==> src/rtl/dc_stream_engine.sv <==
// RAM-side data mover: streams a file from RAM into the selected accelerator and drains its
// results back to RAM just past the input file. Optional checksum port: DC_STREAM_CHECKSUM_EN.
module dc_stream_engine #(
  parameter int unsigned ADDR_W = 16,
  parameter int unsigned DATA_W = 32,
  parameter int unsigned LEN_W  = 16
) (
  input  logic              clk,
  input  logic              reset,
  input  logic              fft_enable,
  input  logic              fir_enable,
  input  logic              iir_enable,
  input  logic [ADDR_W-1:0] offset,
  input  logic [LEN_W-1:0]  filesize,
  input  logic [DATA_W-1:0] ram_rdata,
  output logic              ram_read_enable,
  output logic              ram_write_enable,
  output logic [ADDR_W-1:0] address,
  output logic [DATA_W-1:0] ram_wdata,
  input  logic              to_fft_full,
  input  logic              to_fir_full,
  input  logic              to_iir_full,
  input  logic              from_fft_empty,
  input  logic              from_fir_empty,
  input  logic              from_iir_empty,
  output logic              fft_put_req,
  output logic              fir_put_req,
  output logic              iir_put_req,
  output logic              fft_get_req,
  output logic              fir_get_req,
  output logic              iir_get_req,
  output logic [DATA_W-1:0] acc_data_in,
  input  logic [DATA_W-1:0] fft_data_out,
  input  logic [DATA_W-1:0] fir_data_out,
  input  logic [DATA_W-1:0] iir_data_out,
  output logic              fft_read_done,
  output logic              fft_write_done,
  output logic              fir_read_done,
  output logic              fir_write_done,
  output logic              iir_read_done,
  output logic              iir_write_done
`ifdef DC_STREAM_CHECKSUM_EN
  ,
  output logic [DATA_W-1:0] checksum
`endif
);

  typedef enum logic [2:0] {StIdle, StLoad, StIssue, StGet, StRead, StDone} state_e;
  typedef enum logic [1:0] {SelNone, SelFft, SelFir, SelIir} sel_e;

  state_e            state_q, state_d;
  sel_e              sel_q, sel_d, sel_now;
  logic [ADDR_W-1:0] base_q, base_d;
  logic [LEN_W-1:0]  len_q, len_d;
  logic [LEN_W-1:0]  rd_cnt_q, rd_cnt_d;
  logic [LEN_W-1:0]  wr_cnt_q, wr_cnt_d;
  logic              rd_done_q, rd_done_d;
  logic              wr_done_q, wr_done_d;
  logic [DATA_W-1:0] csum_q, csum_d;

  logic              sel_en, sel_full, sel_empty, higher_en, abort, in_run;
  logic              rd_left, wr_left, get_any, put_any;
  logic [DATA_W-1:0] sel_dout;

  always_comb begin
    sel_now = SelNone;
    if (fft_enable)      sel_now = SelFft;
    else if (fir_enable) sel_now = SelFir;
    else if (iir_enable) sel_now = SelIir;
  end

  always_comb begin
    sel_en    = 1'b0;
    sel_full  = 1'b1;
    sel_empty = 1'b1;
    sel_dout  = '0;
    higher_en = 1'b0;
    case (sel_q)
      SelFft: begin
        sel_en = fft_enable; sel_full = to_fft_full; sel_empty = from_fft_empty;
        sel_dout = fft_data_out;
      end
      SelFir: begin
        sel_en = fir_enable; sel_full = to_fir_full; sel_empty = from_fir_empty;
        sel_dout = fir_data_out; higher_en = fft_enable;
      end
      SelIir: begin
        sel_en = iir_enable; sel_full = to_iir_full; sel_empty = from_iir_empty;
        sel_dout = iir_data_out; higher_en = fft_enable | fir_enable;
      end
      default: ;
    endcase
  end

  assign in_run  = (state_q == StIssue) || (state_q == StGet) || (state_q == StRead);
  assign abort   = in_run && (!sel_en || higher_en);
  assign rd_left = (rd_cnt_q != len_q);
  assign wr_left = (wr_cnt_q != len_q);

  always_comb begin
    state_d          = state_q;
    sel_d            = sel_q;
    base_d           = base_q;
    len_d            = len_q;
    rd_cnt_d         = rd_cnt_q;
    wr_cnt_d         = wr_cnt_q;
    rd_done_d        = rd_done_q;
    wr_done_d        = wr_done_q;
    csum_d           = csum_q;
    ram_read_enable  = 1'b0;
    ram_write_enable = 1'b0;
    address          = '0;
    ram_wdata        = '0;
    acc_data_in      = '0;
    get_any          = 1'b0;
    put_any          = 1'b0;

    if (abort) begin
      // Any in-flight completion is dropped; the next transfer starts from scratch.
      state_d   = StIdle;
      rd_cnt_d  = '0;
      wr_cnt_d  = '0;
      rd_done_d = 1'b0;
      wr_done_d = 1'b0;
    end else begin
      if (in_run) begin
        if (!rd_left) rd_done_d = 1'b1;
        if (!wr_left) wr_done_d = 1'b1;
      end
      case (state_q)
        StIdle: if (sel_now != SelNone) state_d = StLoad;
        StLoad: begin
          sel_d     = sel_now;
          base_d    = offset;
          len_d     = filesize;
          rd_cnt_d  = '0;
          wr_cnt_d  = '0;
          rd_done_d = 1'b0;
          wr_done_d = 1'b0;
          csum_d    = '0;
          state_d   = StIssue;
        end
        StIssue: begin
          if (!rd_left && !wr_left) begin
            state_d = StDone;
          end else if (wr_left && !sel_empty) begin
            get_any = 1'b1;
            state_d = StGet;
          end else if (rd_left && !sel_full) begin
            ram_read_enable = 1'b1;
            address         = base_q + ADDR_W'(rd_cnt_q);
            state_d         = StRead;
          end
        end
        StGet: begin
          ram_write_enable = 1'b1;
          address          = base_q + ADDR_W'(len_q) + ADDR_W'(wr_cnt_q);
          ram_wdata        = sel_dout;
          csum_d           = csum_q ^ sel_dout;
          wr_cnt_d         = wr_cnt_q + LEN_W'(1);
          state_d          = StIssue;
        end
        StRead: begin
          put_any     = 1'b1;
          acc_data_in = ram_rdata;
          rd_cnt_d    = rd_cnt_q + LEN_W'(1);
          state_d     = StIssue;
        end
        StDone: begin
          if (!sel_en) begin
            state_d   = StIdle;
            rd_done_d = 1'b0;
            wr_done_d = 1'b0;
          end
        end
        default: state_d = StIdle;
      endcase
    end
  end

  always_ff @(posedge clk or negedge reset) begin
    if (!reset) begin
      state_q   <= StIdle;
      sel_q     <= SelNone;
      base_q    <= '0;
      len_q     <= '0;
      rd_cnt_q  <= '0;
      wr_cnt_q  <= '0;
      rd_done_q <= 1'b0;
      wr_done_q <= 1'b0;
      csum_q    <= '0;
    end else begin
      state_q   <= state_d;
      sel_q     <= sel_d;
      base_q    <= base_d;
      len_q     <= len_d;
      rd_cnt_q  <= rd_cnt_d;
      wr_cnt_q  <= wr_cnt_d;
      rd_done_q <= rd_done_d;
      wr_done_q <= wr_done_d;
      csum_q    <= csum_d;
    end
  end

  assign fft_put_req    = put_any && (sel_q == SelFft);
  assign fir_put_req    = put_any && (sel_q == SelFir);
  assign iir_put_req    = put_any && (sel_q == SelIir);
  assign fft_get_req    = get_any && (sel_q == SelFft);
  assign fir_get_req    = get_any && (sel_q == SelFir);
  assign iir_get_req    = get_any && (sel_q == SelIir);
  assign fft_read_done  = rd_done_q && (sel_q == SelFft);
  assign fir_read_done  = rd_done_q && (sel_q == SelFir);
  assign iir_read_done  = rd_done_q && (sel_q == SelIir);
  assign fft_write_done = wr_done_q && (sel_q == SelFft);
  assign fir_write_done = wr_done_q && (sel_q == SelFir);
  assign iir_write_done = wr_done_q && (sel_q == SelIir);

`ifdef DC_STREAM_CHECKSUM_EN
  assign checksum = csum_q;
`else
  logic unused_csum;
  assign unused_csum = ^csum_q;
`endif

endmodule

==> config.mk <==
export PLATFORM = sky130hd
export DESIGN_NAME = dc_stream_engine
export DESIGN_NICKNAME = d
export VERILOG_FILES = /design/src/rtl/dc_stream_engine.sv
export SDC_FILE = /design/constraint.sdc
export NUM_CORES = 1
export LEC_CHECK = 0
export CAP_MARGIN = 20
export CORE_MARGIN = 10
export CORE_UTILIZATION = 67
export CTS_BUF_LIST = sky130_fd_sc_hd__clkbuf_8
export DETAILED_ROUTE_END_ITERATION = 10
export DONT_BUFFER_PORTS = 1
export GPL_TIMING_DRIVEN = 0
export PLACE_DENSITY = 0.83
export REMOVE_ABC_BUFFERS = 1
export SYNTH_ARGS = -nofsm -noshare
export SYNTH_HDL_FRONTEND = slang
export SYNTH_SLANG_ARGS = --single-unit
==> constraint.sdc <==
create_clock -name clk -period 4.5 [get_ports clk]
set_input_delay 0.45 -clock clk [delete_from_list [all_inputs] [get_ports clk]]
set_output_delay 0.45 -clock clk [all_outputs]
set_load 0.05 [all_outputs]
After elaboration in Yosys (flattened, before gate mapping)
Cells that the tools add are included.
{"block": "op_classes", "add_sub_neg": 5, "n_eq_ne": 13, "n_mux": 51, "n_bitwise": 2, "reduce_logical": 31}
{"operator": "$mux W32", "count": 4}
{"operator": "$mux W16", "count": 6}
{"operator": "$pmux W16 S2", "count": 3}
{"operator": "$pmux W32 S3", "count": 1}
{"operator": "$add A16 B16 Y16", "count": 3}
{"operator": "$add A16 B1 Y16 const B", "count": 2}
{"operator": "$ne A16 B16 Y1", "count": 2}
{"operator": "$mux W1", "count": 21}
{"operator": "$mux W3", "count": 6}
{"operator": "$logic_and A1 B1 Y1", "count": 16}
{"operator": "$pmux W3 S4", "count": 1}
{"operator": "$pmux W1 S3", "count": 3}
{"operator": "$eq A3 B2 Y1 const B", "count": 2}
{"operator": "$eq A3 B3 Y1 const B", "count": 2}
{"operator": "$mux W2", "count": 3}
{"operator": "$ne A3 B3 Y1 const B", "count": 2}
{"operator": "$pmux W1 S2", "count": 3}
{"operator": "$reduce_bool A3 Y1", "count": 2}
{"operator": "$logic_not A1 Y1", "count": 5}
{"operator": "$ne A5 B2 Y1 const B", "count": 1}
{"operator": "$eq A2 B2 Y1 const B", "count": 2}
{"operator": "$eq A3 B1 Y1 const B", "count": 1}
{"operator": "$logic_not A3 Y1", "count": 1}
{"operator": "$logic_or A1 B1 Y1", "count": 3}
{"operator": "other kinds (7)", "count": 7}
{"block": "totals", "register_bits": 71, "input_bits": 171, "output_inout_bits": 94, "wordCells": 110}

Depth between registers and ports, before layout
{"block": "logic_depth", "ltp_word": 9, "ltp_mapped": 11, "mapped_depth_nobuf": 11}

Worst setup path after synthesis
OpenSTA, ideal clock, no wires.
{"block": "synth_timing", "path_kind": "register to output", "startpoint": "register len_q[1]", "endpoint": "output address[15]", "arrival_time_ns": 3.779, "required_time_ns": 4.050, "slack_ns": 0.271, "path_stages_with_launch": 12, "n_path_buf": 0, "cell_sequence": "dfrtp_1 > fa_1 > ha_1 > fa_1 > a211oi_2 > o21bai_1 > or3_1 > a41o_1 > o41ai_2 > o21ai_1 > xnor2_1 > o22ai_1"}
{"block": "synth_via", "elab_chain_len": 7, "word_cells_on_any_way": 14, "classes_between": "2 x add/sub; 2 x eq/ne; 5 x mux; 5 x reduce/logical"}
{"element": "start: declaration", "line_no": "54", "source": "logic [LEN_W-1:0] len_q, len_d;"}
{"element": "start signal: assignment", "line_no": "196", "source": "len_q <= len_d;"}
{"element": "parallel branches: the longest is 5 deep, another holds $add A16 B16 Y16"}
{"element": "$pmux W16 S2 (*)", "line_no": "130", "source": "case (state_q)"}
{"element": "$mux W16 (*)", "line_no": "118", "source": "if (abort) begin"}
{"element": "end: declaration", "line_no": "18", "source": "output logic [ADDR_W-1:0] address,"}
Mark *: on every way between the ends.

Final worst setup path
Ends and elaborated chain as after synthesis.

==> flow_metrics.tcl <==
set metrics [dict create \
    rr_worst_depth 10 \
    hp-start "offset[8]" \
    max_stage_delay_ns 0.48 \
    syn_area_um2 6530 \
    p_comb_share_pct 65.4 \
    period_needed_ns 4.39 \
    critPathMaxFanout 3 \
    n_fill_cell 722 \
    clkPwrFrac_pct 11.2 \
    grt_pass1_vias 5743 \
    cts_made_buffers 9 \
    layout.nets 951 \
    grt_max_degree 72 \
    synth-seq-area-share_pct 27.2 \
    synth_xor_area_share_pct 9.25 \
    synth_area_leaders "dfrtp_1 27%, mux2_2 11%, nor2_1 6.0%" \
    fin_worst_skew_ns 0.0109 \
    cts_tree "yes" \
    cts_root_buf "clkbuf_8" \
    syn2layout_area_growth_pct 7.56 \
    ys_seq_elements 71 \
    leakagePower_uw 0.00296 \
    hold_viol 0 \
    crit_path_start_kind "flip-flop" \
    wl_per_cell_um 23.8 \
    seqCellArea_um2 1780 \
    clk_pin_slew_ns 0.08 \
    synth_top_family_by_area "simple AND/OR/NAND/NOR gates" \
    hold_path_end "base_q[8]" \
    r2r_start "sel_q[0]" \
    num_vias 5786 \
    yosysTopAreaCell "dfrtp_1" \
    hpwl_um 16200 \
    first_iter_violations 602 \
    synth_compound_area_share_pct 18.1 \
    p_int_uw 2460 \
    coreArea_um2 9370 \
    fmax_mhz 228 \
    htreeDepth 3 \
    r2r_slack_ns 0.52 \
    synthMostInstantiatedCell "nor2_1" \
    multiInputGateArea_um2 4620 \
    critical_path_class "flip-flop to output port" \
    cap_viol_max_count 0 \
    n_antenna_cell 0 \
    critPathArrivalTime_ns 3.94 \
    ys_top_cells_by_count "105 x nor2_1, 71 x dfrtp_1, 64 x mux2_2, 44 x o21ai_0, 41 x nand2_1" \
    synth_adder_area_share_pct 11.1 \
    hp-class "input pin to flip-flop" \
    muxShareOfSynthArea_pct 11.3 \
    cts.sinks 71 \
    slew_viol_final 0 \
    clk-insertion-delay-late_ns 0.35 \
    synth.distinct_cells 63 \
    seqPwrFrac_pct 23.4 \
    drt-total-wl_um 20600 \
    die-height_um 119 \
    port_buffers 0 \
    drt_first_pass_iters 5 \
    powerDensity_nw_per_um2 682 \
    endpoint_kind "output port" \
    max-slew-margin-rel_pct 20.8 \
    ios 265 \
    synthFlopType "dfrtp_1" \
    row_count 35 \
    syn_inst 745 \
    dpl_worst_slack_ns -0.155 \
    synth-async-reset-ratio_pct 100 \
    grt_use_total_pct 27.3 \
    antenna_found_initial 0 \
    drive_above_1_share_pct 17.5 \
    synthSimpleGateAreaFrac_pct 19.4 \
    switching_share_pct 48.6 \
    synth_edf_count 0 \
    setup_violations 0 \
    fin_cells 866 \
    die-area_um2 14100 \
    yosysWarnings 0 \
    grt_overflow 0 \
    crit_chain "fa_1 -> ha_2 -> fa_2 -> a211oi_4 -> o21bai_2 -> or3_4 -> a41o_1 -> o41ai_4 -> o21ai_2 -> xnor2_1 -> o22ai_4" \
    route.detailed.drc 0 \
    vias_per_cell 6.68 \
    syn_area_per_cell_um2 8.77 \
    clockBufferDepth 2 \
    dp.cells 842 \
    grt_pass1_wl_um 31600 \
    worst_pin_slew_ns 1.18 \
    reg2reg_to "rd_cnt_q[5]" \
    ant_nets 0 \
    status "finished clean" \
    finalCritPeriodShare_pct 97.5 \
    synth_top_area_share_pct 27.2 \
    initial_core_util_pct 69.7 \
    irDropWorstVdd_uv 503 \
    whs_path_depth 1 \
    fin_ws_ns 0.113 \
    power.switching_uw 2330 \
    cp.required_ns 4.05 \
    cpMaxStageDelayCell "fa_1" \
    die_w_um 119 \
    place.gp.congestion 0.905 \
]
-- layout by cell type, fill, tap and decap left out, types with 8 or more instances in the layout --
cell / count
o21ai_0: 44
a21o_1: 8
xor2_1: 38
inv_1: 18
o21a_1: 9
and3_1: 11
xnor2_1: 31
a22oi_1: 39
ha_1: 30
clkbuf_8: 11
dfrtp_1: 65
mux2_2: 64
nand4_1: 13
nand2_1: 40
nor2_1: 103
and2_1: 33
fa_1: 15
nand3_1: 10
nand2b_1: 10
nor3_1: 8
a21oi_1: 30
-- power by group through the flow --
stage | clock (µW) | combinational (µW) | sequential [µW]
after floorplan | 0 | 2290 | 1090
after global placement | 0 | 2620 | 1180
after detailed placement | 0 | 2800 | 1180
after CTS | 540 | 2910 | 1170
after global routing | 571 | 3430 | 1160
final | 536 | 3130 | 1120
-- worst max-delay path by stage --
stage                         from           to  slack (ns)
after CTS                 len_q[1]  address[15]      0.0008
after global routing      len_q[1]  address[15]       -0.04
after detailed placement  len_q[1]  address[15]       -0.16
after floorplan           sel_q[0]  address[12]        0.21
final                     len_q[1]  address[15]        0.11
after global placement    sel_q[0]  address[15]       -0.84
-- sequential cells by signal, summed over array words and instances, names as in the netlist --
name	cells
base_q	16
len_q	16
state_q	3
rd_cnt_q	16
wr_done_q	1
sel_q	2
wr_cnt_q	16
rd_done_q	1
-- final cells by class --
type	instances	area share, %
Timing Repair Buffer	12	2.62
Inverter	19	1.01
Clock buffer	11	2.15
Clock inverter	5	0.801
Sequential cell	71	25.4
Tap cell	129	2.30
Multi-Input combinational cell	619	65.7
-- stage by stage --
step / utilization [%] / setup TNS [ns] / power (µW) / area (µm²) / hold WS (ns)
5_1_grt: 75.0 / -0.0434 / 5160 / 7030 / 0.228
2_1_floorplan: - / 0 / 3370 / 6370 / 0.154
4_1_cts: 73.9 / 0 / 4620 / 6920 / 0.240
3_5_place_dp: 70.8 / -0.155 / 3980 / 6630 / 0.157
6_report: 75.0 / 0 / 4790 / 7030 / 0.247
3_3_place_gp: 69.7 / -57.53 / 3800 / 6540 / 0.157
-- cell families (layout without fill, tap and decap cells) --
family          count (synthesis)  count (layout)
simple gates                  258             258
compound gates                178             178
flops                          71              71
xor+xnor                       69              69
mux                            66              66
buf+inv                        55              47
fa+ha+maj                      48              48
-- worst max-delay path: cells and delay by family, from the launching register on --
kind                       cells  cell delay [ns]
AOI/OAI and AO/OA              6             1.55
xor gates and xnor gates       1             0.17
adders and majority gates      3             1.08
DFF                            1             0.44
and+or+nand+nor                1             0.34
-- per-layer routing --
layer,track usage [%],up-vias,share of wire (%)
met5,0,-,0
met4,7.40,0,2.0
met3,8.33,44,9.3
met2,46.5,353,50
met1,32.7,2769,39
li1,-,2620,-
-- timing repair --
action                                 CTS  global route
gates cloned                             0             0
endpoints found under the hold margin   71             0
gates resized for setup                  8            13
setup endpoints to repair                3             4
pin swaps                                1             6
hold buffers                             2             0
setup buffers                            0             5
(Power assumes the default switching activity.)
